--- config.mk ---
export PLATFORM = sky130hd
export DESIGN_NAME = qcw_burst_sequencer
export DESIGN_NICKNAME = d
export VERILOG_FILES = /design/src/rtl/qcw_burst_sequencer_pkg.sv /design/src/rtl/qcw_burst_sequencer_holdoff_timer.sv /design/src/rtl/qcw_burst_sequencer.sv
export SDC_FILE = /design/constraint.sdc
export NUM_CORES = 1
export LEC_CHECK = 0
export ABC_CLOCK_PERIOD_IN_PS = 3440
export CAP_MARGIN = 40
export CORE_MARGIN = 1
export CORE_UTILIZATION = 45
export CTS_CLUSTER_SIZE = 25
export DETAILED_ROUTE_END_ITERATION = 8
export HOLD_SLACK_MARGIN = 0.02
export PLACE_DENSITY_LB_ADDON = 0.1
export SLEW_MARGIN = 40
export SYNTH_ARGS = -nofsm -noshare
export SYNTH_HDL_FRONTEND = slang
export SYNTH_HIERARCHICAL = 1
export SYNTH_SLANG_ARGS = --single-unit
--- constraint.sdc ---
create_clock -name clk -period 3.44 [get_ports clk]
set_clock_uncertainty 0.05 [all_clocks]
set_input_delay 0.344 -clock clk [delete_from_list [all_inputs] [get_ports clk]]
set_output_delay 0.344 -clock clk [all_outputs]
set_load 0.005 [all_outputs]
--- src/rtl/qcw_burst_sequencer_pkg.sv ---
`default_nettype none
// ---------------------------------------------------------------------------
// qcw_burst_sequencer_pkg : shared state encoding, default widths, helpers
// Rev 1.0
// ---------------------------------------------------------------------------
package qcw_burst_sequencer_pkg;

  typedef enum logic [2:0] {
    ST_IDLE    = 3'd0,
    ST_START   = 3'd1,
    ST_RUN     = 3'd2,
    ST_DRAIN   = 3'd3,
    ST_HOLDOFF = 3'd4,
    ST_FAULT   = 3'd5
  } state_e;

  localparam int DEF_PHASE_W = 10;
  localparam int DEF_CYCLE_W = 16;
  localparam int BURST_CNT_W = 16;

  // Bits needed to hold the value max_val.
  function automatic int cnt_width(input int max_val);
    if (max_val < 2) return 1;
    return $clog2(max_val + 1);
  endfunction

endpackage
`default_nettype wire

--- src/rtl/qcw_burst_sequencer_holdoff_timer.sv ---
`default_nettype none
// ---------------------------------------------------------------------------
// qcw_burst_sequencer_holdoff_timer : loadable down-counter saturating at 0
// Rev 1.0
// ---------------------------------------------------------------------------
module qcw_burst_sequencer_holdoff_timer #(
  parameter int WIDTH = 8
) (
  input  logic             clk,
  input  logic             reset,
  input  logic             load,
  input  logic [WIDTH-1:0] load_value,
  input  logic             enable,
  output logic [WIDTH-1:0] count
);

  logic [WIDTH-1:0] count_d;
  logic [WIDTH-1:0] count_q;

  always_comb begin
    count_d = count_q;
    if (load) begin
      count_d = load_value;
    end else if (enable && (count_q != '0)) begin
      count_d = count_q - WIDTH'(1);
    end
  end

  always_ff @(posedge clk) begin
    if (reset) begin
      count_q <= '0;
    end else begin
      count_q <= count_d;
    end
  end

  assign count = count_q;

endmodule
`default_nettype wire

--- src/rtl/qcw_burst_sequencer.sv ---
`default_nettype none
// ---------------------------------------------------------------------------
// qcw_burst_sequencer : gates QCW burst triggers, ramps phase, handles faults
// Rev 1.0
// ---------------------------------------------------------------------------
module qcw_burst_sequencer
  import qcw_burst_sequencer_pkg::*;
#(
  parameter int PHASE_W       = DEF_PHASE_W,
  parameter int CYCLE_W       = DEF_CYCLE_W,
  parameter int PHASE_START   = 400,
  parameter int PHASE_END     = 50,
  parameter int PHASE_STEP    = 1,
  parameter int REP_PERIOD    = 2400000,
  parameter int DRAIN_TIMEOUT = 24000
) (
  input  logic                   clk,
  input  logic                   reset,
  input  logic                   arm,
  input  logic                   trigger,
  input  logic [CYCLE_W-1:0]     cfg_cycles,
  input  logic                   over_temp,
  input  logic                   fault_clear,
  input  logic                   driver_ready,
  input  logic                   driver_cycle_finished,
  input  logic                   driver_fault,
  output logic                   driver_start,
  output logic                   driver_halt,
  output logic [PHASE_W-1:0]     phase_shift,
  output logic [CYCLE_W-1:0]     cycle_limit,
  output logic                   busy,
  output logic                   fault_latched,
  output logic [BURST_CNT_W-1:0] burst_count
);

  localparam int HOLD_W  = cnt_width(REP_PERIOD);
  localparam int DRAIN_W = cnt_width(DRAIN_TIMEOUT);

  localparam logic [PHASE_W-1:0] PHASE_START_V = PHASE_W'(PHASE_START);
  localparam logic [PHASE_W-1:0] PHASE_END_V   = PHASE_W'(PHASE_END);
  localparam logic [PHASE_W-1:0] PHASE_STEP_V  = PHASE_W'(PHASE_STEP);
  localparam logic [PHASE_W:0]   PHASE_THRESH  = (PHASE_W + 1)'(PHASE_END + PHASE_STEP);
  localparam logic [HOLD_W-1:0]  HOLD_LOAD     = HOLD_W'(REP_PERIOD - 1);
  localparam logic [DRAIN_W-1:0] DRAIN_LOAD    = DRAIN_W'(DRAIN_TIMEOUT - 1);

  state_e                   state_d, state_q;
  logic                     start_d, start_q;
  logic                     halt_d, halt_q;
  logic                     halt_pulse;
  logic [PHASE_W-1:0]       phase_d, phase_q;
  logic [CYCLE_W-1:0]       cycle_limit_d, cycle_limit_q;
  logic [CYCLE_W-1:0]       cycles_done_d, cycles_done_q;
  logic [BURST_CNT_W-1:0]   burst_count_d, burst_count_q;
  logic                     busy_d, busy_q;
  logic                     fault_latched_d, fault_latched_q;

  logic                     hold_load;
  logic                     drain_load;
  logic [HOLD_W-1:0]        hold_count;
  logic [DRAIN_W-1:0]       drain_count;
  logic                     hold_zero;
  logic                     hold_last;
  logic                     drain_zero;
  logic [CYCLE_W-1:0]       cycles_inc;
  logic [PHASE_W-1:0]       phase_ramped;
  logic                     trig_ok;
  logic                     fault_hard;

  qcw_burst_sequencer_holdoff_timer #(
    .WIDTH (HOLD_W)
  ) u_rep_timer (
    .clk        (clk),
    .reset      (reset),
    .load       (hold_load),
    .load_value (HOLD_LOAD),
    .enable     (1'b1),
    .count      (hold_count)
  );

  qcw_burst_sequencer_holdoff_timer #(
    .WIDTH (DRAIN_W)
  ) u_drain_timer (
    .clk        (clk),
    .reset      (reset),
    .load       (drain_load),
    .load_value (DRAIN_LOAD),
    .enable     (state_q == ST_DRAIN),
    .count      (drain_count)
  );

  assign hold_zero  = (hold_count == '0);
  assign hold_last  = (hold_count == HOLD_W'(1));
  assign drain_zero = (drain_count == '0);
  assign cycles_inc = cycles_done_q + CYCLE_W'(1);
  assign fault_hard = driver_fault | over_temp;

  // Compare before subtracting so the ramp can never wrap below the floor.
  assign phase_ramped = ({1'b0, phase_q} >= PHASE_THRESH) ? (phase_q - PHASE_STEP_V)
                                                          : PHASE_END_V;

  assign trig_ok = arm & trigger & driver_ready & ~over_temp & hold_zero
                 & (cfg_cycles != '0);

  always_comb begin
    state_d       = state_q;
    start_d       = 1'b0;
    halt_pulse    = 1'b0;
    phase_d       = phase_q;
    cycle_limit_d = cycle_limit_q;
    cycles_done_d = cycles_done_q;
    burst_count_d = burst_count_q;
    hold_load     = 1'b0;
    drain_load    = 1'b0;

    case (state_q)
      ST_IDLE: begin
        if (driver_fault) begin
          state_d = ST_FAULT;
        end else if (trig_ok) begin
          state_d       = ST_START;
          start_d       = 1'b1;
          cycle_limit_d = cfg_cycles;
          cycles_done_d = '0;
          hold_load     = 1'b1;
        end
      end
      ST_START: begin
        if (fault_hard) begin
          state_d = ST_FAULT;
        end else if (!arm) begin
          state_d    = ST_DRAIN;
          halt_pulse = 1'b1;
          drain_load = 1'b1;
        end else begin
          state_d = ST_RUN;
        end
      end
      ST_RUN: begin
        if (fault_hard) begin
          state_d = ST_FAULT;
        end else if (!arm) begin
          state_d    = ST_DRAIN;
          halt_pulse = 1'b1;
          drain_load = 1'b1;
        end else if (driver_cycle_finished) begin
          cycles_done_d = cycles_inc;
          phase_d       = phase_ramped;
          if (cycles_inc == cycle_limit_q) begin
            state_d    = ST_DRAIN;
            drain_load = 1'b1;
          end
        end
      end
      ST_DRAIN: begin
        if (fault_hard) begin
          state_d = ST_FAULT;
        end else if (driver_ready) begin
          state_d       = ST_HOLDOFF;
          burst_count_d = burst_count_q + BURST_CNT_W'(1);
        end else if (drain_zero) begin
          state_d = ST_FAULT;
        end
      end
      ST_HOLDOFF: begin
        // Leave on the edge the holdoff reaches zero so IDLE can accept right away.
        if (driver_fault) begin
          state_d = ST_FAULT;
        end else if (hold_zero || hold_last) begin
          state_d = ST_IDLE;
        end
      end
      ST_FAULT: begin
        if (fault_clear && !over_temp && !driver_fault && driver_ready) begin
          state_d = ST_IDLE;
        end
      end
      default: begin
        state_d = ST_FAULT;
      end
    endcase

    if (state_d == ST_IDLE) begin
      phase_d = PHASE_START_V;
    end

    halt_d          = halt_pulse | (state_d == ST_FAULT);
    busy_d          = (state_d != ST_IDLE);
    fault_latched_d = (state_d == ST_FAULT);
  end

  always_ff @(posedge clk) begin
    if (reset) begin
      state_q         <= ST_IDLE;
      start_q         <= 1'b0;
      halt_q          <= 1'b0;
      phase_q         <= PHASE_START_V;
      cycle_limit_q   <= '0;
      cycles_done_q   <= '0;
      burst_count_q   <= '0;
      busy_q          <= 1'b0;
      fault_latched_q <= 1'b0;
    end else begin
      state_q         <= state_d;
      start_q         <= start_d;
      halt_q          <= halt_d;
      phase_q         <= phase_d;
      cycle_limit_q   <= cycle_limit_d;
      cycles_done_q   <= cycles_done_d;
      burst_count_q   <= burst_count_d;
      busy_q          <= busy_d;
      fault_latched_q <= fault_latched_d;
    end
  end

  assign driver_start  = start_q;
  assign driver_halt   = halt_q;
  assign phase_shift   = phase_q;
  assign cycle_limit   = cycle_limit_q;
  assign busy          = busy_q;
  assign fault_latched = fault_latched_q;
  assign burst_count   = burst_count_q;

endmodule
`default_nettype wire
=== Word-level counts from Yosys, hierarchy flattened ===
Cells that the tools add are included.

* Multiplexer cells: 37
* $lt $le $gt $ge: 1
* Add/subtract/negate cells: 5
* Equal/unequal tests: 13
* Reduce and logical (&&, ||, !) cells: 26
* Bitwise gates (word level): 10

{| class="wikitable"
|+ Operators by type and width
! kind !! number
|-
| $mux 16 || 5
|-
| $mux 22 || 2
|-
| $mux 3 || 13
|-
| $add 16x1->16 const B || 2
|-
| $pmux 16 s2 || 1
|-
| $mux 15 || 2
|-
| $eq 22x1->1 const B || 1
|-
| $logic_not 22->1 || 1
|-
| $reduce_bool 22->1 || 1
|-
| $sub 22x1->22 const B || 1
|-
| $pmux 3 s6 || 1
|-
| $eq 16x16->1 || 1
|-
| $reduce_bool 16->1 || 1
|-
| $logic_not 15->1 || 1
|-
| $reduce_bool 15->1 || 1
|-
| $sub 15x1->15 const B || 1
|-
| $mux 1 || 11
|-
| $ge 10x6->1 const B || 1
|-
| $mux 10 || 1
|-
| $ne 2x2->1 const B || 5
|-
| $sub 10x1->10 const B || 1
|-
| $eq 3x3->1 const B || 3
|-
| $reduce_or 2->1 || 4
|-
| $eq 3x2->1 const B || 2
|-
| 14 further kinds || 29
|}

* Output and inout port bits: 46
* Bits of input ports: 25
* Bits in registers: 102

=== Depth between registers and ports, before layout ===
* Depth in word-level cells: 10
* Depth in mapped cells: 13
* Depth with buffers taken out: 11

=== Modules after synthesis ===
Netlist, hierarchy kept.

{| class="wikitable"
|+ Modules (own cells, without submodules)
! module !! cells each !! area an instance (um^2) !! instances
|-
| qcw_burst_sequencer || 434 || 3534.6 || 1
|-
| qcw_burst_sequencer_holdoff_timer at u_rep_timer || 157 || 1297.5 || 1
|-
| qcw_burst_sequencer_holdoff_timer at u_drain_timer || 112 || 939.7 || 1
|}

=== Least setup slack after synthesis ===
OpenSTA, ideal clock, no wires.

* Kind: register to register
* Start: register cycles_done_q[0]
* End: register u_drain_timer.count_q[10] (netlist: u_drain_timer/count[10])
* Slack: 0.647 ns
* Arrival: 2.629 ns
* Data required time: 3.275 ns
* Clock period less this slack: 2.793 ns
* Cell stages (with the launch flop): 12
* Setup time: 0.115 ns
* Buffers on the path: 1
* Path through: dfxtp_1 ha_1 nand3_1 or3_1 a211oi_1 o211ai_1 o31ai_1 nand2_1 o21ai_0 clkbuf_1 nor2_1 a2111oi_0

* Cells in the longest elaborated chain, start to end: 8
* Elaborated cells on any way between the ends: 9
* Classes of those cells: add/sub: 1; eq/ne: 1; mux: 6; reduce/logical: 1

{| class="wikitable"
|+ Ends and longest elaborated chain
! what !! line !! source
|-
| from (decl) || qcw_burst_sequencer.sv:52 || <nowiki>logic [CYCLE_W-1:0] cycles_done_d, cycles_done_q;</nowiki>
|-
| from (signal assigned) || qcw_burst_sequencer.sv:208 || <nowiki>cycles_done_q <= cycles_done_d;</nowiki>
|-
| $add 16x1->16 * || qcw_burst_sequencer.sv:94 || <nowiki>assign cycles_inc = cycles_done_q + CYCLE_W'(1);</nowiki>
|-
| $eq 16x16->1 * || qcw_burst_sequencer.sv:148 || <nowiki>if (cycles_inc == cycle_limit_q) begin</nowiki>
|-
| $mux 1 * || qcw_burst_sequencer.sv:148 ||
|-
| $mux 1 * || qcw_burst_sequencer.sv:145 || <nowiki>end else if (driver_cycle_finished) begin</nowiki>
|-
| $mux 1 * || qcw_burst_sequencer.sv:141 || <nowiki>end else if (!arm) begin</nowiki>
|-
| $mux 1 * || qcw_burst_sequencer.sv:139 || <nowiki>if (fault_hard) begin</nowiki>
|-
| $pmux 1 s2 * || qcw_burst_sequencer.sv:115 || <nowiki>case (state_q)</nowiki>
|-
| net drain_load || qcw_burst_sequencer.sv:58 || <nowiki>logic drain_load;</nowiki>
|-
| $mux 15 or $reduce_bool 2->1 (tied branches) || -- ||
|-
| to (signal assigned) || qcw_burst_sequencer_holdoff_timer.sv:33 || <nowiki>count_q <= count_d;</nowiki>
|-
| to (decl) || qcw_burst_sequencer_holdoff_timer.sv:18 || <nowiki>logic [WIDTH-1:0] count_q;</nowiki>
|}

The timed path passes the listed nets; every way through them passes the cells marked *.
A chain may end at the register's enable or synchronous reset.

=== Final worst setup path ===
Same ends and word-level chain as after synthesis.

==> PnR_summary.wiki <==
{| class="wikitable"
! Metric !! Value
|-
| Detailed-router iteration count before antenna repair || 5
|-
| TNS Setup || 0 ns
|-
| # setup viols final || 0
|-
| Synth Register Bits || 102
|-
| Final routed wire length divided by cell count || 15.4 µm
|-
| Element type at the critical path start || register
|-
| Data required, critical path || 3.63 ns
|-
| CTS clk-pin slew, worst paths || 0.08 ns
|-
| Starting utilization of the core area || 45.9%
|-
| Hold Violations, Final || 0
|-
| Antenna violations before repair || 0
|-
| Min Tclk post-route || 3.03 ns
|-
| Core area || 12,600 µm²
|-
| Critical Path Sink Type || register
|-
| Maximum ir drop on the vdd rail || 298 µV
|-
| Asr flop ratio synth || 0%
|-
| Number of clock sinks || 102
|-
| Post-Syn Area || 5770 µm²
|-
| GR Util All Layers || 23.7%
|-
| Top cells by area, synth || dfxtp_1 (35%), nor2_1 (6.4%), mux2i_1 (3.6%), a311oi_1 (3.3%), xnor2_1 (3.3%)
|-
| Post-route worst hold slack || 0.412 ns
|-
| Transition at the pin with the smallest max-transition slack || 0.734 ns
|-
| Fraction of layout cells with a size suffix above 1 || 6.82%
|-
| Total number of vias || 5,523
|-
| Number of pins exceeding their max-slew limit in the final report || 0
|-
| Average vias per placed instance || 5.65
|-
| Final critical-path share of the clock period || 88.1%
|-
| Wire length of the first global-routing pass || 24,900 µm
|-
| Width of the die || 115 µm
|-
| Net total in the final layout || 832
|-
| Post-detailed-routing wire length || 15,000 µm
|-
| Setup repair after global routing missed its margin || false
|-
| Post-synth top cells || dfxtp_1 (102), nor2_1 (99), nand2_1 (45)
|-
| Half-perimeter wire length after placement || 10,800 µm
|-
| Maximum achievable frequency || 0.330 GHz
|-
| Total global routing overflow || 0
|-
| Pwr Density || 528 nW/µm²
|-
| Routability cong. || 0.851
|-
| Number of placed instances, taps included || 962
|-
| Diodes inserted || 0
|-
| Remaining number of nets flagged by the antenna check after routing || 0
|-
| Synth warn || 6
|-
| Count of hold buffers inserted by post-cts repair || 0
|-
| Leak Pwr || 2.59 nW
|-
| Count of input and output buffers || 70
|-
| Post-synthesis cell type count || 69
|-
| TritonCTS clock tree || done
|-
| Category of the most critical setup path || register to register
|-
| Status || finished clean
|-
| Endpoint arrival time on the critical path || 3.22 ns
|-
| Clock Latency Late Sink || 0.36 ns
|-
| I/O pin cnt || 71
|-
| Worst rel slew slack || 49.8%
|-
| Final instance count without filler cells || 978
|-
| Most common cell in the synthesized netlist || dfxtp_1
|-
| Via count of the first global-routing pass || 5,125
|-
| Largest fanout of any net on the critical path || 9
|-
| Cell taking the most area after synthesis || dfxtp_1
|-
| Sequential area share after synthesis || 35.4%
|-
| Number of levels the H-tree was split into || 3
|-
| Die Y-Extent || 115 µm
|-
| Clock Tree Buf Depth || 2
|-
| Synthesized instance count || 703
|-
| Clock buffer count from CTS || 9
|-
| DRT iter0 DRCs || 347
|-
| Cell row count || 41
|-
| Share of Yosys cell area claimed by the top area cell type || 35.4%
|-
| Pin count of the biggest net entering global routing || 52
|-
| DRC violations left || 0
|-
| Root Buffer || clkbuf_16
|-
| Area growth from synthesis to layout || 22.6%
|-
| Die Footprint || 13,300 µm²
|-
| Syn Area/Cell || 8.21 µm²
|-
| Max_cap viols || 0
|-
| Kind of path behind the tightest hold check || primary input to register
|-
| Number of enable flip-flop cells after synthesis || 0
|-
| Dominant register cell in the synthesized netlist || dfxtp_1
|}
==> report_power, final <==
part	leakage, nW	internal, mW	switching, mW
registers	0.826	1.30	0.138
logic	1.62	0.544	0.671
clock network	0.150	0.580	0.507
total	2.59	2.42	1.32
==> routing by layer <==
layer / GRT usage [%] / up-vias / part of all wire (%) / routed length (µm)
li1: - / 2777 / - / -
met3: 4.64 / 24 / 5.0 / 759
met5: 0 / - / 0 / 0
met4: 10.5 / 0 / 2.4 / 357
met1: 30.6 / 2572 / 46 / 6920
met2: 38.2 / 150 / 47 / 7010
==> cells in the final DEF (no fill, tap or decap), types with 20 or more instances in the layout <==
cell type,instances
a311oi_1,22
nor2_1,99
conb_1,43
dfxtp_1,102
nor4_1,24
mux2i_1,21
nand2_1,45
a21oi_1,36
inv_1,24
xnor2_1,22
or3_1,21
clkdlybuf4s50_1,69
xor2_1,20
o21ai_0,31
==> worst max-delay path, cell delays in order (launching register included) <==
cell and delay, ns:
dfxtp_1 0.44, ha_1 0.32, nand3_1 0.20, or3_1 0.39, a211oi_1 0.25, o211ai_1 0.14
o31ai_1 0.23, nand2_1 0.10, o21ai_2 0.17, buf_4 0.21, nor2_1 0.04, a2111oi_0 0.37
==> path summary, 6_finish.rpt <==
check              startpoint                      end  slack [ns]  cells after the start
min reg2reg    phase_shift[9]           phase_shift[9]        0.42                      2
max reg2reg  cycles_done_q[0]  u_drain_timer/count[10]        0.41                     11
min                     reset         cycles_done_q[7]        0.41                      2
max          cycles_done_q[0]  u_drain_timer/count[10]        0.41                     11
==> cells by family (layout without fill, tap and decap cells) <==
kind of cell	Yosys count	count (layout)	share of synthesized area, %
flip-flops	102	102	35.4
other	2	43	0.130
multiplexers	21	21	3.64
buffers and inverters	63	125	4.83
adder cells (fa/ha/maj)	6	6	1.30
AND/OR/NAND/NOR	304	304	28.8
AO/OA/AOI/OAI	163	163	19.6
XOR/XNOR	42	42	6.37
==> layout make-up <==
| cell class | count | area [µm²] |
|---|---|---|
| fillers | 1208 | 5490 |
| multi-input cells | 579 | 3610 |
| flip-flops and latches | 102 | 2040 |
| repair buffers | 85 | 811 |
| clock buffers | 10 | 229 |
| well taps | 172 | 215 |
| inverters | 24 | 90.1 |
| clock inverters | 6 | 76.3 |
==> sequential cells by signal, indices dropped and copies added, names as in the netlist <==
signal               cells
phase_shift             10
u_rep_timer/count       22
state_q                  3
driver_halt              1
driver_start             1
busy                     1
fault_latched            1
burst_count             16
u_drain_timer/count     15
cycle_limit             16
cycles_done_q           16
==> what timing repair did <==
item                                    CTS  global route
hold endpoints to repair                  0             0
setup buffers                             0             0
resized for setup                         0             1
endpoints found under the setup margin    0             2
==> stage by stage <==
stage          setup WS [ns]  cell area [µm²]  util [%]  power [mW]
3_3_place_gp           0.286             6770      53.8        2.63
3_5_place_dp           0.185             6770      53.8        2.66
5_1_grt               0.0977             7080      56.3        3.97
6_report               0.410             7080      56.3        3.74
2_1_floorplan          0.647             5930         -        2.38
4_1_cts                0.170             7070      56.3        3.76
(Power assumes the default switching activity.)
